### src/rtl/pll_seq_pkg.sv
// pll_seq_pkg: shared types and helpers for the PLL lock sequencer.
//   state_e     - sequencer FSM encoding
//   cnt_width() - width of the shared cycle counter for the largest bound
//   SYNC_STAGES - depth of the LOCK synchronizer
package pll_seq_pkg;

  localparam int SYNC_STAGES = 2;

  typedef enum logic [2:0] {
    IDLE,
    WAIT_LOCK,
    STABLE,
    READY,
    LOST,
    RESTART,
    FAIL
  } state_e;

  // One spare bit over $clog2(max) so count values up to max are representable.
  function automatic int cnt_width(input int a, input int b, input int c);
    int m;
    m = a;
    if (b > m) m = b;
    if (c > m) m = c;
    return $clog2(m) + 1;
  endfunction

endpackage

### src/rtl/pll_lock_sequencer_sync_2ff.sv
// sync_2ff: flop-chain synchronizer for the asynchronous PLL LOCK input.
//   CLK_i - reference clock
//   RST_i - synchronous active-high reset, clears the chain
//   d_i   - asynchronous input
//   q_o   - synchronized output, SYNC_STAGES cycles behind d_i
module sync_2ff
  import pll_seq_pkg::*;
(
  input  logic CLK_i,
  input  logic RST_i,
  input  logic d_i,
  output logic q_o
);

  logic [SYNC_STAGES-1:0] sync_q;

  always_ff @(posedge CLK_i) begin
    if (RST_i) sync_q <= '0;
    else       sync_q <= {sync_q[SYNC_STAGES-2:0], d_i};
  end

  assign q_o = sync_q[SYNC_STAGES-1];

endmodule

### src/rtl/pll_lock_sequencer.sv
// pll_lock_sequencer: brings up a PLL, qualifies its LOCK, releases reset to
// downstream logic, and power-cycles the PLL on timeout (bounded) or on loss.
//   CLK_i        - PLL reference clock
//   RST_i        - synchronous active-high reset
//   START_i      - level request; low returns to IDLE
//   LOCK_i       - PLL lock (asynchronous)
//   PLL_EN_o     - PLL enable
//   RST_OUT_o    - active-high reset for logic on the PLL output clocks
//   READY_o      - PLL qualified locked, RST_OUT_o released
//   FAIL_o       - timeout retries exhausted
//   LOSS_SEEN_o  - sticky: lock lost after READY (cleared by RST_i only)
//   RETRY_CNT_o  - timeout retries used in this bring-up
module pll_lock_sequencer
  import pll_seq_pkg::*;
#(
  parameter int LOCK_TIMEOUT  = 1024,
  parameter int STABLE_CYCLES = 64,
  parameter int OFF_CYCLES    = 16,
  parameter int MAX_RETRIES   = 3
) (
  input  logic       CLK_i,
  input  logic       RST_i,
  input  logic       START_i,
  input  logic       LOCK_i,
  output logic       PLL_EN_o,
  output logic       RST_OUT_o,
  output logic       READY_o,
  output logic       FAIL_o,
  output logic       LOSS_SEEN_o,
  output logic [3:0] RETRY_CNT_o
);

  localparam int CW = cnt_width(LOCK_TIMEOUT, STABLE_CYCLES, OFF_CYCLES);
  localparam logic [CW-1:0] TO_LAST  = CW'(LOCK_TIMEOUT - 1);
  localparam logic [CW-1:0] ST_LAST  = CW'(STABLE_CYCLES - 1);
  localparam logic [CW-1:0] OFF_LAST = CW'(OFF_CYCLES - 1);
  localparam logic [3:0]    RETRY_MAX = 4'(MAX_RETRIES);

  logic lock_s;

  sync_2ff u_lock_sync (
    .CLK_i (CLK_i),
    .RST_i (RST_i),
    .d_i   (LOCK_i),
    .q_o   (lock_s)
  );

  state_e        state_q, state_d;
  logic [CW-1:0] cnt_q, cnt_d;
  logic [3:0]    retry_q, retry_d;
  logic          loss_q, loss_d;

  always_ff @(posedge CLK_i) begin
    if (RST_i) begin
      state_q <= IDLE;
      cnt_q   <= '0;
      retry_q <= '0;
      loss_q  <= 1'b0;
    end else begin
      state_q <= state_d;
      cnt_q   <= cnt_d;
      retry_q <= retry_d;
      loss_q  <= loss_d;
    end
  end

  // One counter shared by WAIT_LOCK / STABLE / RESTART; every exit clears it,
  // and each state leaves at its own bound, so it never wraps.
  always_comb begin
    state_d = state_q;
    cnt_d   = cnt_q;
    retry_d = retry_q;
    loss_d  = loss_q;
    if (!START_i) begin
      state_d = IDLE;
      cnt_d   = '0;
    end else begin
      case (state_q)
        IDLE: begin
          state_d = WAIT_LOCK;
          cnt_d   = '0;
          retry_d = '0;
        end
        WAIT_LOCK: begin
          cnt_d = cnt_q + CW'(1);
          if (lock_s) begin
            // lock wins over a timeout landing in the same cycle
            state_d = STABLE;
            cnt_d   = '0;
          end else if (cnt_q == TO_LAST) begin
            cnt_d = '0;
            if (retry_q < RETRY_MAX) begin
              state_d = RESTART;
              retry_d = retry_q + 4'd1;
            end else begin
              state_d = FAIL;
            end
          end
        end
        STABLE: begin
          cnt_d = cnt_q + CW'(1);
          if (!lock_s) begin
            state_d = WAIT_LOCK;
            cnt_d   = '0;
          end else if (cnt_q == ST_LAST) begin
            state_d = READY;
            cnt_d   = '0;
          end
        end
        READY: begin
          if (!lock_s) state_d = LOST;
        end
        LOST: begin
          // loss-driven restart gets a fresh retry budget
          state_d = RESTART;
          cnt_d   = '0;
          retry_d = '0;
          loss_d  = 1'b1;
        end
        RESTART: begin
          cnt_d = cnt_q + CW'(1);
          if (cnt_q == OFF_LAST) begin
            state_d = WAIT_LOCK;
            cnt_d   = '0;
          end
        end
        FAIL: begin
          state_d = FAIL;
        end
        default: begin
          state_d = IDLE;
          cnt_d   = '0;
        end
      endcase
    end
  end

  assign PLL_EN_o    = (state_q == WAIT_LOCK) || (state_q == STABLE) ||
                       (state_q == READY)     || (state_q == LOST);
  assign RST_OUT_o   = (state_q != READY);
  assign READY_o     = (state_q == READY);
  assign FAIL_o      = (state_q == FAIL);
  assign LOSS_SEEN_o = loss_q;
  assign RETRY_CNT_o = retry_q;

endmodule

### config.mk
export PLATFORM = sky130hd
export DESIGN_NAME = pll_lock_sequencer
export DESIGN_NICKNAME = d
export VERILOG_FILES = /design/src/rtl/pll_seq_pkg.sv /design/src/rtl/pll_lock_sequencer_sync_2ff.sv /design/src/rtl/pll_lock_sequencer.sv
export SDC_FILE = /design/constraint.sdc
export NUM_CORES = 1
export LEC_CHECK = 0
export CAP_MARGIN = 20
export CORE_ASPECT_RATIO = 0.8
export CORE_MARGIN = 3
export CORE_UTILIZATION = 37
export DETAILED_ROUTE_END_ITERATION = 12
export SLEW_MARGIN = 15
export SYNTH_ARGS = -nofsm -noshare
export SYNTH_HDL_FRONTEND = slang
export SYNTH_SLANG_ARGS = --single-unit
### constraint.sdc
create_clock -name CLK_i -period 2.1 [get_ports CLK_i]
set_input_delay 0.42 -clock CLK_i [delete_from_list [all_inputs] [get_ports CLK_i]]
set_output_delay 0.42 -clock CLK_i [all_outputs]
set_load 0.03 [all_outputs]
==> key figures <==
Status
  • Status: finished clean

CTS
  • CTS clock-pin slew for the worst setup and hold paths: 0.08 ns
  • CTS Buffer Depth: 2
  • CTS Root Cell: clkbuf_8
  • H-Tree Depth: 1
  • TritonCTS Buffers: 3
  • CTS sink cnt: 21
  • CTS tree: yes
  • Worst-Skew Late Latency: 0.27 ns
  • # hold bufs at CTS: 0

STA
  • Setup_tns: 0 ns
  • Worst-Margin Slew: 0.3764 ns
  • Crit path time final: 1.976 ns
  • Skew final: 0.004789 ns
  • Final Hold Fails: 0
  • Max_slew headroom: 74.90%
  • Slew Viols, Final: 0
  • Crit share post-route: 94.09%
  • RSZ-0062 raised after global routing: false
  • Finish-stage setup viols: 0
  • Max frequency: 506.1 MHz

GRT
  • Vias in the first global route: 1097
  • First-pass GRT wire length: 5.271 mm
  • Grt ovf: 0
  • Largest net degree at the start of global routing: 13
  • Total GRT Usage: 16.35%
  • Initial antenna violation count: 0

Critical path
  • Reg-to-Reg End: RETRY_CNT_o[1]
  • Worst endpoint data arrival time: 1.56 ns
  • R2R Path Start: cnt_q[0]
  • Crit. End Element: output pin
  • Worst Path Required: 1.68 ns
  • Critical path fanouts, max: 4
  • Crit path kind: reg -> out
  • Reg2Reg Setup Slack: 0.16 ns
  • Element type at the critical path start: flop
  • Reg2reg path depth: 6

Placement
  • DP Area: 1468 um^2
  • I/O Buffers: 12
  • Placed cell count: 201
  • Placer Congestion: 0.7995
  • DPL Wire Length: 2.281 mm

Logic synthesis
  • Cell variety after synth: 51
  • Synth top cells by count: 21 x dfxtp_1, 14 x nand2_1, 13 x a21oi_1
  • Synthesized area: 1246 um^2
  • Most frequent cell after synthesis: dfxtp_1
  • Top cells by area, synth: dfxtp_1 34%, a21oi_1 5.2%, nand2_1 4.2%
  • Syn Inst Count: 144
  • Primary FF master, synth: dfxtp_1
  • Synth Register Bits: 21
  • Synth Warn #: 0
  • Post-synth top area share: 33.73%
  • Post-synth ARST share: 0%
  • Post-synth EDFFs: 0
  • Area leader, netlist: dfxtp_1
  • Syn Area/Cell: 8.654 um^2
  • Register area share after synthesis: 33.73%
  • Syn nets: 150

Finish
  • Area Growth Syn to Fin: 21.29%
  • Final Util: 47.94%
  • Finished Layout Cells: 205
  • NumNets Final: 172
  • Layout cells sized above 1: 18.79%
  • Fin area: 1511 um^2
  • N_diodes: 0

Pwr
  • Logic pwr share: 12.6%
  • PwrDens: 522.8 nW/um^2
  • Int Pwr: 0.5806 mW
  • Clock network power share: 35.2%
  • Leakage: 0.5903 nW
  • Psw: 0.2096 mW
  • Sw frac: 26.53%
  • Peak VDD IR: 324.4 uV
  • Sequential share of power: 52.2%

Routing
  • Per-cell routed wire length: 15.25 um
  • 1st-iter DRT viols: 37
  • DR vias/cell: 5.790
  • DRC: 0
  • Vias: 1187
  • Final WL: 3.126 mm
  • Post-DRT Antenna Nets: 0
  • Drt pass-1 iters: 4

Floorplan
  • I/O pin cnt: 13
  • Die Y: 57.91 um
  • Core Region: 3153 um^2
  • Die ar.: 4105 um^2
  • Die W: 70.89 um
  • Core Rows: 18
  • Initial Util: 39.52%

Min path
  • Hold Path End: u_lock_sync.sync_q[1]
  • Worst Hold Launch: u_lock_sync.sync_q[0]
  • Min-Delay Path Class: reg -> reg
  • Cell count of the worst hold path: 1

Run
  • Max_cap viols: 0
## power groups by stage
stage	sequential [mW]	clock (mW)	combinational, mW
after CTS	0.412	0.286	0.0990
after global placement	0.422	0	0.100
after floorplan	0.423	0	0.0576
after detailed placement	0.422	0	0.101
final	0.413	0.278	0.0992
after global routing	0.414	0.305	0.107
## area by class of cell
cell class	instances	area, um^2
fillers	311	1642
inverters	4	15.01
well taps	40	50.05
clock inverters	1	5.005
repair buffers	23	198.9
flip-flops and latches	21	421.7
multi-input cells	113	779.5
clock buffers	3	41.29
## flip-flops by register name, indices dropped and copies added, names as in the netlist
| signal | count |
|---|---|
| u_lock_sync.sync_q | 2 |
| RETRY_CNT_o | 4 |
| LOSS_SEEN_o | 1 |
| state_q | 3 |
| cnt_q | 11 |
## placed cells by master, fill, tap and decap left out, types with 4 or more instances in the layout
master,netlist,routed
a21oi_1,13,13
and3_1,4,4
clkdlybuf4s50_1,0,9
o21ai_0,7,7
nor2b_1,6,6
nand3_1,7,7
nand2_1,14,14
nor2_1,5,5
buf_4,2,11
dfxtp_1,21,20
nor3_1,6,6
o22ai_1,4,4
## kinds of logic after synthesis
kind of cell    Yosys count  share of synthesized area (%)
xor+xnor                  2                          1.406
fa+ha+maj                 2                          2.008
simple gates             60                          29.02
compound gates           49                          30.12
flops                    21                          33.73
buf+inv                  10                          3.714
## worst max-delay path by stage
stage                              start              to  slack (ns)
final                         state_q[0]       RST_OUT_o        0.12
after global routing          state_q[1]      state_q[0]        0.04
after CTS                     state_q[2]       RST_OUT_o        0.02
after detailed placement      state_q[1]      state_q[0]        0.19
after global placement        state_q[1]        PLL_EN_o        0.19
after floorplan           RETRY_CNT_o[0]  RETRY_CNT_o[1]        0.27
## critical path, cell delays in order, from the launching register on
cell and delay [ns]:
dfxtp_1 0.38, nor2b_1 0.21, nand2_1 0.09, clkdlybuf4s50_1 0.61
## per-layer routing
metal	vias to the layer above	track usage, %	share of wire [%]
li1	584	-	-
met1	566	22.79	50
met2	32	24.44	43
met3	5	3.986	4.7
met4	0	6.434	1.3
met5	-	0	0
## repair_timing
action                                  CTS  global route
setup buffers                             0             0
gates resized for setup                   3             1
cloned                                    0             0
pin swaps                                 0             1
endpoints found under the setup margin    3             2
## stage by stage
stage,power [mW],setup slack (ns),hold WS (ns)
final,0.7902,0.1241,0.4473
after CTS,0.7971,0.02247,0.4511
after detailed placement,0.5222,0.1884,0.4287
after floorplan,0.4806,0.2715,0.4138
after global placement,0.5218,0.1893,0.4163
after global routing,0.8264,0.03523,0.4781
Note: power is estimated with default switching activity, not from simulation.
